### config.mk
export PLATFORM = sky130hd
export DESIGN_NAME = ra_verify_flat
export DESIGN_NICKNAME = d
export VERILOG_FILES = /design/src/rtl/ra_verify_if.sv /design/src/rtl/ra_verify.sv /design/src/flat_wrapper.sv
export SDC_FILE = /design/constraint.sdc
export NUM_CORES = 1
export LEC_CHECK = 0
export ABC_CLOCK_PERIOD_IN_PS = 10300
export CAP_MARGIN = 20
export CORE_MARGIN = 5
export CORE_UTILIZATION = 35
export CTS_CLUSTER_SIZE = 40
export DETAILED_ROUTE_END_ITERATION = 10
export SKIP_CTS_REPAIR_TIMING = 1
export SLEW_MARGIN = 10
export SYNTH_ARGS = -nofsm -noshare
export SYNTH_HDL_FRONTEND = slang
export SYNTH_SLANG_ARGS = --single-unit
### constraint.sdc
create_clock -name clk -period 10.3 [get_ports clk]
set_input_delay 1.545 -clock clk [delete_from_list [all_inputs] [get_ports clk]]
set_output_delay 1.545 -clock clk [all_outputs]
set_load 0.005 [all_outputs]
### src/rtl/ra_verify_if.sv
// Fetch/execute handshake bundle for the return-address verification queue.
interface ra_verify_if #(
    parameter int PC_W  = 14,
    parameter int DEPTH = 8
);
    localparam int CW = $clog2(DEPTH) + 1;

    logic            pred_valid;
    logic [PC_W-1:0] pred_ra;
    logic            res_valid;
    logic [PC_W-1:0] res_target;
    logic            full;
    logic [CW-1:0]   count;
    logic            mispredict;
    logic [PC_W-1:0] redirect_pc;

    modport master (
        output pred_valid, pred_ra, res_valid, res_target,
        input  full, count, mispredict, redirect_pc
    );

    modport slave (
        input  pred_valid, pred_ra, res_valid, res_target,
        output full, count, mispredict, redirect_pc
    );
endinterface

### src/rtl/ra_verify.sv
// Records stack-predicted return addresses in order and checks them against
// resolved targets; a mismatch squashes the queue and redirects fetch.
module ra_verify #(
    parameter int PC_W  = 14,
    parameter int DEPTH = 8,
    parameter int CNT_W = 16
) (
    input  logic             clk,
    input  logic             rst_n,
    input  logic             stall,
    input  logic             flush_in,
    ra_verify_if.slave       bus,
    output logic [CNT_W-1:0] hit_cnt,
    output logic [CNT_W-1:0] miss_cnt,
    output logic             err_ovf,
    output logic             err_unf
);
    localparam int AW = $clog2(DEPTH);
    localparam int CW = AW + 1;

    logic [PC_W-1:0]  mem_q [DEPTH];
    logic [AW-1:0]    rd_ptr_q, rd_ptr_d, wr_ptr_q, wr_ptr_d;
    logic [CW-1:0]    count_q, count_d;
    logic             mispredict_q, mispredict_d;
    logic [PC_W-1:0]  redirect_pc_q, redirect_pc_d;
    logic [CNT_W-1:0] hit_cnt_q, hit_cnt_d, miss_cnt_q, miss_cnt_d;
    logic             err_ovf_q, err_ovf_d, err_unf_q, err_unf_d;
    logic             mem_we;
    logic             full, empty, head_hit;

    assign full     = (count_q == CW'(DEPTH));
    assign empty    = (count_q == '0);
    assign head_hit = (mem_q[rd_ptr_q] == bus.res_target);

    always_comb begin
        rd_ptr_d      = rd_ptr_q;
        wr_ptr_d      = wr_ptr_q;
        count_d       = count_q;
        mispredict_d  = mispredict_q;
        redirect_pc_d = redirect_pc_q;
        hit_cnt_d     = hit_cnt_q;
        miss_cnt_d    = miss_cnt_q;
        err_ovf_d     = err_ovf_q;
        err_unf_d     = err_unf_q;
        mem_we        = 1'b0;
        if (!stall) begin
            mispredict_d = 1'b0;
            if (flush_in) begin
                count_d  = '0;
                rd_ptr_d = wr_ptr_q;
            end else if (bus.res_valid && !empty) begin
                if (head_hit) begin
                    rd_ptr_d = rd_ptr_q + 1'b1;
                    if (hit_cnt_q != '1) hit_cnt_d = hit_cnt_q + 1'b1;
                    // Pop frees a slot, so a same-cycle push is legal even when full.
                    if (bus.pred_valid) begin
                        mem_we   = 1'b1;
                        wr_ptr_d = wr_ptr_q + 1'b1;
                    end else begin
                        count_d = count_q - 1'b1;
                    end
                end else begin
                    // Everything younger, including a same-cycle push, is on the wrong path.
                    count_d       = '0;
                    rd_ptr_d      = wr_ptr_q;
                    mispredict_d  = 1'b1;
                    redirect_pc_d = bus.res_target;
                    if (miss_cnt_q != '1) miss_cnt_d = miss_cnt_q + 1'b1;
                end
            end else begin
                if (bus.res_valid) err_unf_d = 1'b1;
                if (bus.pred_valid) begin
                    if (full) begin
                        err_ovf_d = 1'b1;
                    end else begin
                        mem_we   = 1'b1;
                        wr_ptr_d = wr_ptr_q + 1'b1;
                        count_d  = count_q + 1'b1;
                    end
                end
            end
        end
    end

    always_ff @(posedge clk or negedge rst_n) begin
        if (!rst_n) begin
            rd_ptr_q      <= '0;
            wr_ptr_q      <= '0;
            count_q       <= '0;
            mispredict_q  <= 1'b0;
            redirect_pc_q <= '0;
            hit_cnt_q     <= '0;
            miss_cnt_q    <= '0;
            err_ovf_q     <= 1'b0;
            err_unf_q     <= 1'b0;
        end else begin
            rd_ptr_q      <= rd_ptr_d;
            wr_ptr_q      <= wr_ptr_d;
            count_q       <= count_d;
            mispredict_q  <= mispredict_d;
            redirect_pc_q <= redirect_pc_d;
            hit_cnt_q     <= hit_cnt_d;
            miss_cnt_q    <= miss_cnt_d;
            err_ovf_q     <= err_ovf_d;
            err_unf_q     <= err_unf_d;
        end
    end

    always_ff @(posedge clk) begin
        if (mem_we) mem_q[wr_ptr_q] <= bus.pred_ra;
    end

    assign bus.full        = full;
    assign bus.count       = count_q;
    // A pulse pending across a stall is held and shown on the first unstalled cycle.
    assign bus.mispredict  = mispredict_q & ~stall;
    assign bus.redirect_pc = redirect_pc_q;
    assign hit_cnt         = hit_cnt_q;
    assign miss_cnt        = miss_cnt_q;
    assign err_ovf         = err_ovf_q;
    assign err_unf         = err_unf_q;
endmodule

### src/flat_wrapper.sv
// flat-port wrapper written by rule: the top's interface ports become plain ports
module ra_verify_flat 
#(
    parameter int PC_W  = 14,
    parameter int DEPTH = 8,
    parameter int CNT_W = 16
)
  (clk, rst_n, stall, flush_in, hit_cnt, miss_cnt, err_ovf, err_unf, bus_pred_valid, bus_pred_ra, bus_res_valid, bus_res_target, bus_full, bus_count, bus_mispredict, bus_redirect_pc);
  ra_verify_if #(.PC_W(PC_W), .DEPTH(DEPTH)) bus_i ();
  input  logic clk;
  input  logic rst_n;
  input  logic stall;
  input  logic flush_in;
  output logic [CNT_W-1:0] hit_cnt;
  output logic [CNT_W-1:0] miss_cnt;
  output logic err_ovf;
  output logic err_unf;
  input wire logic [$bits(bus_i.pred_valid)-1:0] bus_pred_valid;
  input wire logic [$bits(bus_i.pred_ra)-1:0] bus_pred_ra;
  input wire logic [$bits(bus_i.res_valid)-1:0] bus_res_valid;
  input wire logic [$bits(bus_i.res_target)-1:0] bus_res_target;
  output wire logic [$bits(bus_i.full)-1:0] bus_full;
  output wire logic [$bits(bus_i.count)-1:0] bus_count;
  output wire logic [$bits(bus_i.mispredict)-1:0] bus_mispredict;
  output wire logic [$bits(bus_i.redirect_pc)-1:0] bus_redirect_pc;
  assign bus_i.pred_valid = bus_pred_valid;
  assign bus_i.pred_ra = bus_pred_ra;
  assign bus_i.res_valid = bus_res_valid;
  assign bus_i.res_target = bus_res_target;
  assign bus_full = bus_i.full;
  assign bus_count = bus_i.count;
  assign bus_mispredict = bus_i.mispredict;
  assign bus_redirect_pc = bus_i.redirect_pc;
  ra_verify #(.PC_W(PC_W), .DEPTH(DEPTH), .CNT_W(CNT_W)) u_core (.clk(clk), .rst_n(rst_n), .stall(stall), .flush_in(flush_in), .bus(bus_i), .hit_cnt(hit_cnt), .miss_cnt(miss_cnt), .err_ovf(err_ovf), .err_unf(err_unf));
endmodule
==> out/metrics.yaml, run 1 <==
global_route:
  grt_pass1_vias: 4605
  grt_pass1_wl_um: 26000
  antenna_found_initial: 0
  grtUsageTotal: 0.140
  grt-ovfl-total: 0
  grt_max_degree: 60
clock_network:
  cts_made_buffers: 17
  cts_tree: "built"
  clock_latency_ps: 410
  clkTransAtPathRegs_ps: 60
  cts_max_level: 4
  cts_root_buf: "clkbuf_16"
  cts_max_path_buffers: 2
  numClockSinks: 171
die:
  pin_count: 88
  initial_core_util: 0.352
  die_w_um: 155
  rows: 53
  core_area_um2: 20800
  die_y_um: 155
  die-area_um2: 23900
final_layout:
  antenna_cells: 0
  area_delta_synth_final_pct: 24.8
  layout-drive-gt1-share: 0.145
  nets: 626
  stdcell_count: 874
worst_setup_path:
  rr_endpoint: "u_core.mem_q[4][13]"
  reg2reg_depth: 9
  cp_cell_sequence: "nand2_1, o22ai_1, or3_1, nand4_1, nor4_2, nand2_2, a211o_1, nor2_1, buf_6"
  ff2ff_setup_slack_ps: 5600
  slowest_delay_ps: 940
  crit_family: "simple AND/OR/NAND/NOR gates"
  critPathBufInv: 1
  crit_path_top_delay_cell: "dfrtp_1"
  startpoint_type: "register"
  reg2reg_from: "u_core.rd_ptr_q[2]"
  cp_max_fo: 20
  critical_path_class: "reg2reg"
  crit_arrival_ps: 4830
  required_ps: 10430
  end_kind: "register"
yosys:
  synth_area_leaders: "edfxtp_1 (46%), dfrtp_1 (20%), mux4_2 (3.7%)"
  synth_cell_types: 55
  synthCells: 484
  synth_fa_ha_area_frac: 0.0103
  yosysMostFrequentCell: "edfxtp_1"
  yosysSeqAreaShare: 0.661
  synth_top_area_frac: 0.459
  synth-seq-cells: 171
  ys.flop_type: "edfxtp_1"
  yosys.area.top_type: "edfxtp_1"
  synth-compound-area-share: 0.0502
  synth_xor_area_frac: 0.0491
  syn_nets: 524
  netlist_area_um2: 7320
  yosys_warnings: 0
  synth_mux_area_frac: 0.124
  synth-edff-count: 112
  synth_top_family_by_area: "multiplexers"
  syn_avg_cell_area_um2: 15.1
  async_reset_ff_frac: 0.345
  synthTopCellsByCount: "edfxtp_1 (112), dfrtp_1 (59), mux2i_1 (24)"
  synthSimpleGateAreaFrac: 0.0904
worst_hold_path:
  hold_start: "u_core.err_unf"
  hold-path-cell-count: 1
  hold_class: "reg2reg"
  min_to: "u_core.err_unf"
drt:
  drc: 0
  routed_wirelength_um: 16500
  top_layer: "met4"
  wl_met1_um: 7110
  vias_per_cell: 5.00
  first_pass_iters: 4
  route.vias.total: 4367
  met2_length_um: 8150
  wl_met3_um: 1050
  ant_nets: 0
  wl_per_cell_um: 18.9
  drtIter0Drc: 228
sta:
  hold_violations: 0
  fin_crit_sh: 0.457
  clock.fmax_ghz: 0.213
  clock_skew_ps: 7.76
  tns_ps: 0
  setup_violations: 0
  rsz0062_at_grt: "no"
  period_needed_ps: 4700
  max_slew.worst_pin.slew_ps: 966
  slew_headroom: 0.350
  final_max_slew_viol_count: 0
power:
  p_per_area_nw_per_um2: 221
  leakagePower_nw: 3.40
  vdd_drop_max_mv: 0.136
placement:
  port_buffers: 87
  dpl.hpwl_um: 11600
  gp_congestion: 0.837
  dp.cells: 840
flow_run:
  max_cap_violations: 0
run_status:
  run_status: "complete, no violations"
-- flip-flops by register name, summed over array words and instances (netlist names) --
register and flops:
u_core.err_ovf 1, u_core.mem_q 112, u_core.rd_ptr_q 3, u_core.miss_cnt 16
u_core.mispredict_q 1, u_core.err_unf 1, u_core.hit_cnt 16, u_core.bus.count 4
u_core.bus.redirect_pc 14, u_core.wr_ptr_q 3
-- area by class of cell --
type                    instances  area (um^2)
clock buffers                  25          500
clock inverters                 7         41.3
fillers                      1878        11700
inverters                      10         37.5
multi-input cells             288         2380
flip-flops and latches        171         4840
well taps                     275          344
repair buffers                 98          991
-- per-layer routing --
metal | global-route usage | vias to the layer above
met5 | 0 | -
met4 | 0.0404 | 0
met3 | 0.0305 | 16
met2 | 0.232 | 120
met1 | 0.188 | 2189
li1 | - | 2042
-- how the worst max path moves through the flow --
stage	start	end	slack, ps	cells past startpoint
after floorplan	bus_res_target[6]	u_core.mem_q[1][0]	6090	5
after global placement	bus_res_target[9]	u_core.mem_q[4][0]	5050	7
after detailed placement	bus_res_target[2]	u_core.mem_q[5][3]	4990	7
after CTS	u_core.rd_ptr_q[1]	u_core.mem_q[5][7]	5200	8
after global routing	u_core.rd_ptr_q[2]	u_core.mem_q[4][11]	5260	9
final	u_core.rd_ptr_q[2]	u_core.mem_q[4][13]	5600	9
-- cell families after synthesis --
family                     Yosys count
AOI/OAI and AO/OA                   49
xor gates and xnor gates            41
adders and majority gates            6
buffers and inverters               25
DFF                                171
muxes                               71
and+or+nand+nor                    121
-- worst reg2reg max path, cell delays in order (launching register included) --
cell	delay (ps)
dfrtp_1	940
nand2_1	350
o22ai_1	310
or3_1	140
nand4_1	160
nor4_2	830
nand2_2	370
a211o_1	450
nor2_1	600
buf_6	240
-- per-stage QoR --
| step | hold WS, ps | instance area, um^2 | utilization | setup slack (ps) | total power, mW |
|---|---|---|---|---|---|
| floorplan | 446 | 7320 | - | 6090 | 1.22 |
| global placement | 451 | 8500 | 0.408 | 5050 | 1.43 |
| detailed placement | 456 | 8550 | 0.411 | 4990 | 1.44 |
| CTS | 469 | 9090 | 0.437 | 5200 | 2.03 |
| global route | 482 | 9140 | 0.439 | 5260 | 2.12 |
| finish | 465 | 9140 | 0.439 | 5600 | 2.02 |
-- cells in the final DEF, fill, tap and decap left out, drive strengths merged, types with 14 or more instances in the layout --
cell type,count
clkbuf,25
clkdlybuf4s50,86
dfrtp,59
xnor2,21
nor2,23
xor2,20
nand3,14
mux2i,24
edfxtp,112
mux2,35
nand4,16
nand2,21
-- power breakdown --
part           switching [mW]  internal, mW
Clock                   0.249         0.337
Sequential             0.0671         0.800
Combinational           0.273         0.290
No activity file was read; power rests on OpenSTA's default activity.
==> inputs of run 2 (changes only) <==
Settings changed: ABC_CLOCK_PERIOD_IN_PS 10300 to 4900.
Clock period 10.3 ns to 4.9 ns, I/O delays scaled along.
==> out/metrics.yaml, run 2 (synthesized netlist as in run 1, its figures left out) <==
worst_setup_path:
  startpoint_type: "register"
  crit_path_top_delay_cell: "dfrtp_1"
  critPathMostFrequentCell: "buf_4"
  reg2reg_depth: 10
  required_ps: 5000
  crit_family: "flip-flops"
  rr_endpoint: "u_core.mem_q[3][6]"
  reg2reg_from: "u_core.rd_ptr_q[1]"
  ff2ff_setup_slack_ps: 1120
  critPathBufInv: 2
  slowest_delay_ps: 900
  end_kind: "register"
  cp_max_fo: 21
  crit_arrival_ps: 3890
  cp_cell_sequence: "mux4_2, mux2i_1, xor2_1, nand3_1, nor4_4, buf_4, nand2_2, a211o_1, nor2_1, buf_4"
  critical_path_class: "reg2reg"
die:
  rows: 53
  die_y_um: 155
  die_w_um: 155
  die-area_um2: 23900
  core_area_um2: 20800
  pin_count: 88
  initial_core_util: 0.352
drt:
  route.vias.total: 4435
  vias_per_cell: 5.03
  drc: 0
  first_pass_iters: 4
  wl_per_cell_um: 18.3
  drtIter0Drc: 253
  routed_wirelength_um: 16100
  ant_nets: 0
sta:
  final_max_slew_viol_count: 0
  rsz0062_at_grt: "no"
  period_needed_ps: 3780
  fin_crit_sh: 0.772
  clock_skew_ps: 13.7
  hold_violations: 0
  tns_ps: 0
  clock.fmax_ghz: 0.264
  max_slew.worst_pin.slew_ps: 859
  setup_violations: 0
  slew_headroom: 0.427
final_layout:
  area_delta_synth_final_pct: 25.5
  layout_commonest_cell: "edfxtp_1"
  antenna_cells: 0
  layout-drive-gt1-share: 0.157
  max_flop_register: "u_core.mem_q"
  largest_register_ffs: 112
  fin_area_um2: 9190
  n_fill_cell: 1837
  nets: 633
  stdcell_count: 881
  final_cell_mix: "edfxtp_1 (112), clkdlybuf4s50_1 (86), dfrtp_1 (58)"
global_route:
  grtUsageMet3: 0.0291
  antenna_found_initial: 0
  grt-busiest-layer: "met2"
  grt_pass1_vias: 4626
  grt-ovfl-total: 0
  met1_usage: 0.192
  grt_max_degree: 60
  grt_pass1_wl_um: 25900
  grtUsageTotal: 0.140
  grt_util_met2: 0.224
clock_network:
  cts_max_path_buffers: 2
  cts_made_buffers: 17
  cts_root_buf: "clkbuf_16"
  cts_tree: "built"
  cts_max_level: 4
  numClockSinks: 171
  clock_latency_ps: 420
  clkTransAtPathRegs_ps: 60
power:
  leakagePower_nw: 3.44
  vdd_drop_max_mv: 0.265
  p_per_area_nw_per_um2: 467
placement:
  port_buffers: 87
  dp.cells: 849
  placed_area_um2: 8600
  gp_congestion: 0.808
  dpl.hpwl_um: 11300
worst_hold_path:
  hold_start: "u_core.err_unf"
  hold_class: "reg2reg"
  hold-path-cell-count: 1
  min_to: "u_core.err_unf"
flow_run:
  max_cap_violations: 0
run_status:
  run_status: "complete, no violations"
## run 2: stage by stage
stage	setup WS, ps	total power [mW]	hold slack, ps	utilization
floorplan	958	2.57	439	-
global placement	1110	2.99	451	0.413
detailed placement	1060	3.01	460	0.413
CTS	1020	4.35	475	0.441
global route	811	4.52	489	0.441
finish	1120	4.29	465	0.441
## run 2: worst max path at each step
stage                             startpoint                 end  slack [ps]  cells after the start
after global routing      u_core.rd_ptr_q[1]  u_core.mem_q[6][6]         810                     10
after global placement    u_core.rd_ptr_q[1]  u_core.mem_q[5][7]        1110                     10
after floorplan           u_core.rd_ptr_q[0]  u_core.mem_q[1][0]         960                     10
final                     u_core.rd_ptr_q[1]  u_core.mem_q[3][6]        1120                     10
after detailed placement  u_core.rd_ptr_q[1]  u_core.mem_q[3][7]        1060                     10
after CTS                 u_core.rd_ptr_q[1]  u_core.mem_q[7][5]        1020                     10
## run 2: area by class of cell
| cell class | count | area, um^2 | share of cell area |
|---|---|---|---|
| Clock buffer | 19 | 443 | 0.0482 |
| Clock inverter | 13 | 143 | 0.0155 |
| Inverter | 10 | 37.5 | 0.00409 |
| Multi-Input combinational cell | 288 | 2380 | 0.259 |
| Sequential cell | 171 | 4840 | 0.527 |
| Tap cell | 275 | 344 | 0.0375 |
| Timing Repair Buffer | 105 | 1000 | 0.109 |
## run 2: metal layers
| layer | up-vias | share of wire | wire length, um |
|---|---|---|---|
| met5 | - | 0 | 0 |
| met4 | 0 | 0.012 | 187 |
| met3 | 13 | 0.046 | 746 |
| met2 | 98 | 0.48 | 7750 |
| met1 | 2257 | 0.46 | 7460 |
| li1 | 2067 | - | - |
## run 2: report_power, final
group | total (mW) | internal (mW) | switching [mW] | leakage [nW]
sequential | 1.85 | 1.68 | 0.172 | 1.78
clock | 1.33 | 0.768 | 0.560 | 0.285
combinational | 1.11 | 0.604 | 0.511 | 1.38
## run 2: worst register-to-register path: cells and delay by family (launching register included)
kind | cells | cell delay [ps]
compound gates | 1 | 420
buf+inv | 2 | 470
flops | 1 | 900
simple gates | 4 | 650
mux | 2 | 830
xor+xnor | 1 | 180
==> inputs of run 3 (changes only) <==
Settings changed: ABC_CLOCK_PERIOD_IN_PS 4900 to 3400.
Clock period 4.9 ns to 3.4 ns, I/O delays scaled along.
==> out/metrics.yaml, run 3 (synthesized netlist as in run 1, its figures left out) <==
final_layout:
  final_cell_mix: "edfxtp_1 (112), clkdlybuf4s50_1 (86), dfrtp_1 (57)"
  layout_commonest_cell: "edfxtp_1"
  max_flop_register: "u_core.mem_q"
  n_fill_cell: 1842
  layout-drive-gt1-share: 0.183
  antenna_cells: 0
  nets: 650
  largest_register_ffs: 112
  area_delta_synth_final_pct: 28.6
worst_setup_path:
  crit_arrival_ps: 3320
  slowest_delay_ps: 560
  critical_path_class: "reg2reg"
  end_kind: "register"
  crit_path_top_delay_cell: "dfrtp_4"
  reg2reg_from: "u_core.rd_ptr_q[0]"
  startpoint_type: "register"
  ff2ff_setup_slack_ps: 210
  crit_start: "u_core.rd_ptr_q[0]"
  reg2reg_depth: 10
  cp_max_fo: 27
  rr_endpoint: "u_core.mem_q[0][13]"
  cp_cell_sequence: "buf_12, mux2_2, o22ai_1, or3_1, nand4_1, nor4_4, nand2_2, a211o_1, nor3_4, buf_4"
  required_ps: 3530
  crit_family: "simple AND/OR/NAND/NOR gates"
  critPathBufInv: 2
clock_network:
  cts_made_buffers: 17
  numClockSinks: 171
  clock_latency_ps: 420
  cts_max_level: 4
  clkTransAtPathRegs_ps: 60
  cts_tree: "built"
  cts_root_buf: "clkbuf_16"
  cts_max_path_buffers: 2
power:
  p_per_area_nw_per_um2: 684
  vdd_drop_max_mv: 0.384
  power.total_mw: 6.45
  leakagePower_nw: 3.55
sta:
  slew_headroom: 0.395
  fin_ws_ps: 209
  tns_ps: 0
  period_needed_ps: 3190
  setup_violations: 0
  clock.fmax_ghz: 0.313
  max_slew.worst_pin.slew_ps: 907
  clock_skew_ps: 11.3
  final_max_slew_viol_count: 0
  hold_violations: 0
  fin_crit_sh: 0.939
drt:
  drc: 0
  wl_per_cell_um: 18.5
  first_pass_iters: 4
  route.vias.total: 4506
  vias_per_cell: 5.02
  drtIter0Drc: 287
  routed_wirelength_um: 16600
  ant_nets: 0
global_route:
  grtUsageTotal: 0.142
  grt_pass1_vias: 4566
  grt_pass1_wl_um: 26300
  antenna_found_initial: 0
  grt-ovfl-total: 0
  grt_max_degree: 38
die:
  die-area_um2: 23900
  rows: 53
  pin_count: 88
  core_area_um2: 20800
  die_y_um: 155
  die_w_um: 155
  initial_core_util: 0.352
placement:
  place_ws_ps: 64.0
  port_buffers: 87
  dpl.hpwl_um: 11900
  gp_congestion: 0.800
flow_run:
  max_cap_violations: 0
run_status:
  run_status: "complete, no violations"
worst_hold_path:
  hold_class: "in2async"
[run 3: metal layers]
metal  routed length, um  GRT usage
met2                8080      0.223
met1                7660      0.195
met3                 746     0.0397
met4                 100     0.0391
met5                   0          0
[run 3: final cells by class]
class	instances	area (um^2)	area share
clock buffers	21	450	0.0478
clock inverters	11	169	0.0179
flip-flops and latches	171	4840	0.514
repair buffers	122	1170	0.125
well taps	275	344	0.0365
multi-input cells	288	2400	0.255
inverters	10	37.5	0.00399
[run 3: worst max path at each step]
stage,end,cells after the start
after floorplan,u_core.mem_q[3][0],10
after global placement,u_core.mem_q[3][9],9
after CTS,u_core.mem_q[3][10],9
after global routing,u_core.mem_q[2][2],9
after detailed placement,u_core.mem_q[3][12],9
final,u_core.mem_q[0][13],10
[run 3: where the power goes]
group | leakage [nW] | internal [mW] | switching (mW)
Sequential | 1.77 | 2.43 | 0.199
Clock | 0.289 | 1.25 | 0.768
Combinational | 1.49 | 0.968 | 0.836
[run 3: per-stage QoR]
stage	std cells	utilization	hold WS (ps)	area (um^2)
floorplan	484	-	214	7330
global placement	864	0.420	449	8750
detailed placement	864	0.420	465	8750
CTS	896	0.450	251	9370
global route	898	0.452	296	9420
finish	898	0.452	221	9420
